## src/rtl/result_bank.sv

```systemverilog
// result_bank: 3x3 result matrix bank. Captures MAC result rows (three lanes
// per beat), then drains the stored matrix serially in row-major order over
// a valid/ready handshake, pulsing done after the final element is taken.
// Optional feature: define RESULT_BANK_LAST_EN to drive data_last on the
// final element; otherwise data_last is tied to 0.
module result_bank (
    input  logic       clk,
    input  logic       clear_res,
    input  logic [1:0] row_w,
    input  logic [1:0] col_x,
    input  logic       mac_valid,
    input  logic [9:0] res_in1,
    input  logic [9:0] res_in2,
    input  logic [9:0] res_in3,
    output logic       in_ready,
    output logic [9:0] data_out,
    output logic       out_valid,
    input  logic       out_ready,
    output logic       data_last,
    output logic       done
);

    typedef enum logic [1:0] {
        IDLE  = 2'd0,
        FILL  = 2'd1,
        DRAIN = 2'd2,
        DONE  = 2'd3
    } state_t;

    state_t     state;
    state_t     state_nx;

    logic [9:0] mem [0:8];
    logic [1:0] rows;
    logic [1:0] cols;
    logic [1:0] r_cnt;
    logic [1:0] dr;
    logic [1:0] dc;

    logic       accept_first;
    logic       accept_fill;
    logic       wr_en;
    logic [1:0] wr_row;
    logic [1:0] wr_cols;
    logic [3:0] wr_base;
    logic [3:0] rd_idx;
    logic       at_last;
    logic       fire;

    // Beat acceptance, write addressing and drain-pointer decode
    always_comb begin
        accept_first = (state == IDLE) && mac_valid && (row_w != 2'd0) && (col_x != 2'd0);
        accept_fill  = (state == FILL) && mac_valid;
        wr_en        = accept_first || accept_fill;
        // The first beat must use the live dimensions; later beats use the latched ones
        wr_row       = accept_first ? 2'd0  : r_cnt;
        wr_cols      = accept_first ? col_x : cols;
        wr_base      = {1'b0, wr_row, 1'b0} + {2'b00, wr_row};
        rd_idx       = {1'b0, dr, 1'b0} + {2'b00, dr} + {2'b00, dc};
        at_last      = (dr == rows - 2'd1) && (dc == cols - 2'd1);
        fire         = (state == DRAIN) && out_ready;
    end

    // State register
    always_ff @(posedge clk) begin
        if (clear_res)
            state <= IDLE;
        else
            state <= state_nx;
    end

    // Next-state logic
    always_comb begin
        state_nx = state;
        case (state)
            IDLE:  if (accept_first) state_nx = (row_w == 2'd1) ? DRAIN : FILL;
            FILL:  if (mac_valid && (r_cnt == rows - 2'd1)) state_nx = DRAIN;
            DRAIN: if (fire && at_last) state_nx = DONE;
            DONE:  state_nx = IDLE;
            default: state_nx = IDLE;
        endcase
    end

    // Output decode
    always_comb begin
        in_ready  = (state == IDLE) || (state == FILL);
        out_valid = (state == DRAIN);
        data_out  = out_valid ? mem[rd_idx] : '0;
        done      = (state == DONE);
`ifdef RESULT_BANK_LAST_EN
        data_last = out_valid && at_last;
`else
        data_last = 1'b0;
`endif
    end

    // Storage, latched dimensions, fill counter and drain pointer
    always_ff @(posedge clk) begin
        if (clear_res) begin
            for (int unsigned i = 0; i < 9; i++)
                mem[i] <= '0;
            rows  <= '0;
            cols  <= '0;
            r_cnt <= '0;
            dr    <= '0;
            dc    <= '0;
        end else begin
            if (wr_en) begin
                mem[wr_base] <= res_in1;
                if (wr_cols > 2'd1) mem[wr_base + 4'd1] <= res_in2;
                if (wr_cols > 2'd2) mem[wr_base + 4'd2] <= res_in3;
            end
            case (state)
                IDLE: begin
                    if (mac_valid) begin
                        rows <= row_w;
                        cols <= col_x;
                    end
                    if (accept_first)
                        r_cnt <= 2'd1;
                end
                FILL: begin
                    if (mac_valid)
                        r_cnt <= r_cnt + 2'd1;
                end
                DRAIN: begin
                    if (fire) begin
                        if (dc == cols - 2'd1) begin
                            dc <= '0;
                            dr <= dr + 2'd1;
                        end else begin
                            dc <= dc + 2'd1;
                        end
                    end
                end
                DONE: begin
                    r_cnt <= '0;
                    dr    <= '0;
                    dc    <= '0;
                end
                default: ;
            endcase
        end
    end

endmodule

```

## config.mk

```make
export PLATFORM = sky130hd
export DESIGN_NAME = result_bank
export DESIGN_NICKNAME = d
export VERILOG_FILES = /design/src/rtl/result_bank.sv
export SDC_FILE = /design/constraint.sdc
export NUM_CORES = 1
export LEC_CHECK = 0
export ABC_AREA = 1
export CAP_MARGIN = 15
export CORE_MARGIN = 2
export CORE_UTILIZATION = 35
export CTS_CLUSTER_DIAMETER = 150
export DETAILED_ROUTE_END_ITERATION = 10
export GPL_TIMING_DRIVEN = 0
export PLACE_DENSITY = 0.57
export SETUP_SLACK_MARGIN = 0.4
export SLEW_MARGIN = 40
export SYNTH_ARGS = -nofsm -noshare
export SYNTH_HDL_FRONTEND = slang
export SYNTH_SLANG_ARGS = --single-unit
```

## constraint.sdc

```tcl
create_clock -name clk -period 3.4 [get_ports clk]
set_input_delay 0.68 -clock clk [delete_from_list [all_inputs] [get_ports clk]]
set_output_delay 0.68 -clock clk [all_outputs]
set_load 0.05 [all_outputs]
```

# After elaboration in Yosys (flattened, before gate mapping)
# Memory sizes are Yosys's and may differ from the RTL's.
# Index checks and enable logic that the tools add are counted.
[classes]
addsub = 10
n_lt_le_gt_ge = 2
n_eq_ne = 13
mux = 39
n_reduce_logical = 23
[op_table]
columns = ["operator", "n"]
rows = [
  ["two-way mux 10 bit", 4],
  ["OR reduction 10 bit", 3],
  ["two-way mux 2 bit", 12],
  ["two-way mux 1 bit", 16],
  ["two-way mux 4 bit", 3],
  ["AND reduction 3 bit", 3],
  ["adder 3 x 2 -> 4 bit", 2],
  ["logical AND 1 bit", 8],
  ["case mux 2 bit (2 select lines)", 2],
  ["case mux 2 bit (4 select lines)", 1],
  ["adder 2 x 1 -> 2 bit, second input constant", 3],
  ["== test 2 bit", 3],
  ["inequality test 2 x 1 -> 1 bit, second input constant", 3],
  ["inequality test 2 bit, second input constant", 3],
  ["case mux 2 bit (3 select lines)", 1],
  ["nonzero test 2 bit", 3],
  ["adder 4 x 1 -> 4 bit, second input constant", 1],
  ["adder 4 x 2 -> 4 bit", 1],
  ["adder 4 x 2 -> 4 bit, second input constant", 1],
  ["== test 2 x 1 -> 1 bit, second input constant", 2],
  ["== test 2 bit, second input constant", 2],
  ["AND reduction 2 bit", 2],
  ["subtractor 2 x 1 -> 2 bit, second input constant", 2],
  ["nonzero test 3 bit", 1],
  ["4 further kinds", 5],
]
[word_totals]
ff_bits = 12
ramBits = 90
in_bits = 38
out_inout_bits = 14
elab_cells = 94
n_memories = 1
[memory_table]
columns = ["memory", "words", "width", "rd", "rd_clocked_by_memory_dff", "write_ports", "line", "source"]
rows = [
  ["mem", 9, 10, 1, 0, 9, "33", "logic [9:0] mem [0:8];"],
]

# Longest topological paths before layout
[depth]
ltp_word = 12
depth_mapped = 17
ltp_nobuf = 15

# Least setup slack after synthesis
# OpenSTA, ideal clock, no wires.
[synth_timing]
kind = "flip-flop to output port"
from = "register dr[1]"
to = "output port data_out[0]"
t_arrival_ns = 2.897
t_required_ns = 2.720
path_slack_ns = -0.177
stages_incl_launch_ff = 9
path_buffers = 1
cell_sequence = "dfxtp_1 fa_1 ha_1 fa_1 clkinv_1 clkbuf_1 o21ai_0 nor2_1 nor2_1"
[synth_between]
elab_chain_len = 4
[synth_lines]
columns = ["item", "line", "source"]
rows = [
  ["from (decl)", "37", "logic [1:0] dr;"],
  ["from (signal assigned)", "130", "dr <= dr + 2'd1;"],
  ["adder 3 x 2 -> 4 bit", "59", "rd_idx = {1'b0, dr, 1'b0} + {2'b00, dr} + {2'b00, dc};"],
  ["adder 4 x 2 -> 4 bit", "59", ""],
  ["memory read (9 x 10 bit)", "--", ""],
  ["two-way mux 10 bit", "88", "data_out = out_valid ? mem[rd_idx] : '0;"],
  ["to (decl)", "16", "output logic [9:0] data_out,"],
]
# No other way between the ends.

# Worst setup path after layout
[layout_timing]
from = "register dr[1]"
to = "output port data_out[4]"
# Same word-level chain as after synthesis.

==> flow_summary.toml <==
[critical_path]
cpPeakStageDelay_ns = 0.70
regToRegSetupSlack_ns = 0.55
worstPathCellList = "fa_1 -> ha_4 -> fa_2 -> clkinv_4 -> o21ai_1 -> a21oi_1 -> o21ai_2 -> nor2_4 -> buf_6"
crit_cells = 9
rr_endpoint = "mem[1][6]$_DFFE_PP_"
reg2reg_from = "state[1]$_SDFFE_PP0P_"
critPathLaunchType = "register"
path_class = "register to output port"
worstPathBufferInverterCount = 2
cp_max_fo = 6
crit_family = "adder cells"
r2r_cells = 15
crit_arrival_ns = 3.11
cp_slowest_cell = "fa_2"
cp-end-kind = "output port"
required_ns = 2.72

[floorplanning]
num_rows = 64
floorplan.die.width_um = 179
io_pins = 52
core_area_sq_um = 30300
initial_core_util_pct = 35.3
die_area_sq_um = 32000
die_h_um = 179

[global_route]
groute.usage.overall_pct = 29.4
grt_pass1_vias = 10100
grt_max_degree = 17
grt.overflow.total = 0
grt_pass1_wl_um = 66200
antenna_found_initial = 0

[placed_design]
io_buffers = 33
place_congestion = 1.01
dpl.hpwl_um = 32600

[worst_hold_path]
hold_class = "register to register"
hold_depth = 2
hold_start = "cols[0]$_SDFFE_PP0P_"
hold_path_end = "cols[0]$_SDFFE_PP0P_"

[clock_network]
cts_made_buffers = 17
cts_tree = "yes"
clk_pin_slew_ns = 0.07
cts_buffer_depth = 2
clk_latency_ns = 0.46
cts_sinks = 172
root_buffer = "clkbuf_16"
htree_levels = 4

[logic_synthesis]
synthSimpleGateAreaFrac_pct = 29.9
synth_adder_area_share_pct = 1.66
synth-edff-count = 160
synth_top_area_share_pct = 44.9
syn_area_per_cell_sq_um = 7.57
synth_fp_nets = 1466
synth-compound-area-share_pct = 11.4
synth_area_leaders = "edfxtp_1 45%, nand2_1 16%, nand3_1 9.9%, o21ai_0 5.5%, inv_1 4.0%"
muxShareOfSynthArea_pct = 1.71
netlist_area_sq_um = 10700
yosys_warnings = 0
ys_seq_area_share_pct = 47.1
synthArstFlopShare_pct = 0
syn-instance-count = 1415
ys_types = 37
ys.flop_type = "edfxtp_1"
synthXorXnorAreaFrac_pct = 0
synth_top_family_by_area = "simple AND/OR/NAND/NOR gates"
synth_area_leader_cell = "edfxtp_1"
ys_ff_latch = 172

[route]
routedWlPerCell_um = 24.4
ant_nets = 0
vias = 10900
detail_route.wirelength_um = 46400
drt-pass1-iter-count = 7
drcViolationCount = 0
viasPerCell = 5.71
drt_iter0_drc = 1853

[timing]
rsz0062_at_grt = "yes"
fin_skew_ns = 0.0125
setup_viol_count_final = 10
setup_slack_ns = -0.385
layout_min_cycle_time_ns = 3.79
worst_pin_slew_ns = 0.743
slew_headroom_pct = 50.5
final_max_slew_viol_count = 0
finalHoldViolations = 0
timing.final.crit_share_pct = 111
fmaxAchievable_ghz = 0.264

[pwr]
pwr_density_cell_nw_per_um2 = 544
leakagePower_nw = 5.69
vdd_drop_max_v = 0.000438
totalPowerFinal_w = 0.00713

[cells_and_area]
diodes = 0
fill_cells = 3011
final_nets = 1544
drive_gt1_share_pct = 16.5
utilization_pct = 43.2
areaGrowthSynthToFinish_pct = 22.3

[job]
drv_cap = 0

[outcome]
status = "finished, violations left"
violations = "negative setup slack"
==> worst max path at each step <==
stage / start / end / slack [ns]
finish: dr[1]$_SDFFE_PP0P_ / data_out[4] / -0.39
global placement: dr[0]$_SDFFE_PP0P_ / data_out[4] / -1.00
detailed placement: dr[0]$_SDFFE_PP0P_ / data_out[1] / -0.98
floorplan: dr[0]$_SDFFE_PP0P_ / data_out[0] / 0.39
global route: dr[1]$_SDFFE_PP0P_ / data_out[0] / -0.43
CTS: dr[1]$_SDFFE_PP0P_ / data_out[8] / -0.33
==> tightest hold or removal path, stage by stage (launching register included) <==
cell,delay [ns]
dfxtp_1,0.31
inv_1,0.09
a21oi_1,0.07
==> routing by layer <==
metal / track usage [%] / share of wire (%)
met1: 39.2 / 39
met2: 43.5 / 43
met3: 7.25 / 13
met4: 16.4 / 6.0
met5: 0 / 0
==> layout make-up <==
class / instances / area, sq um / share of cell area (%)
multi-input cells: 1021 / 5280 / 40.3
clock inverters: 14 / 169 / 1.29
flip-flops and latches: 172 / 5050 / 38.6
inverters: 123 / 478 / 3.65
repair buffers: 57 / 594 / 4.54
well taps: 396 / 495 / 3.78
plain buffers: 101 / 599 / 4.58
clock buffers: 18 / 429 / 3.28
==> synth_stat cells (12+ instances only) <==
cell type,n
buf_2,24
inv_1,113
buf_1,15
o21ai_0,118
mux2i_1,16
edfxtp_1,160
dfxtp_1,12
nor2_1,74
o211ai_1,20
clkbuf_1,58
a21oi_1,73
nand2_1,453
nand3_1,212
==> layout by cell type, fill, tap and decap left out, types with 11 or more instances in the layout <==
master / Yosys / routed
o211ai_1: 20 / 20
clkbuf_2: 1 / 34
nand2_2: 2 / 11
buf_4: 2 / 23
nand2_1: 453 / 437
nor2_1: 74 / 50
nor2_4: 3 / 19
buf_2: 24 / 31
clkdlybuf4s50_1: 0 / 22
nand3_1: 212 / 200
buf_8: 0 / 12
o21ai_0: 118 / 103
inv_1: 113 / 109
mux2i_1: 16 / 16
clkbuf_16: 0 / 18
edfxtp_1: 160 / 160
o21ai_1: 11 / 14
clkbuf_1: 58 / 19
a21oi_1: 73 / 72
==> sequential cells by signal, summed over array words and instances, names as in the netlist <==
| signal | count |
|---|---|
| r_cnt | 2 |
| cols | 2 |
| dc | 2 |
| dr | 2 |
| rows | 2 |
| state | 2 |
| mem | 160 |
==> stage by stage <==
stage,TNS (ns),hold slack [ns],area (sq um),setup slack (ns),std cells
2_1_floorplan,0,0.465,10800,0.391,1415
3_3_place_gp,-126.75,0.496,11600,-1.00,1844
3_5_place_dp,-117.46,0.508,11700,-0.979,1846
4_1_cts,-3.15,0.518,12800,-0.328,1886
5_1_grt,-4.04,0.547,13100,-0.429,1902
6_report,-3.42,0.520,13100,-0.385,1902
==> cells by family (layout without fill, tap and decap cells) <==
family / after synthesis / after routing
muxes: 18 / 18
buffers and inverters: 224 / 313
AOI/OAI and AO/OA: 228 / 228
DFF: 172 / 172
other: 1 / 1
and+or+nand+nor: 759 / 761
adders and majority gates: 13 / 13
==> report_power, final <==
| part | switching (W) | internal, W |
|---|---|---|
| logic | 0.00180 | 0.000754 |
| clock network | 0.000905 | 0.00116 |
| registers | 0.0000709 | 0.00244 |
==> timing repair <==
item / in CTS / in global routing
buffers inserted: 6 / 14
cloned: 2 / 2
hold buffers: 0 / 0
endpoints found under the setup margin: 279 / 219
pin swaps: 29 / 9
gates resized for setup: 209 / 57
(Power assumes the default switching activity.)
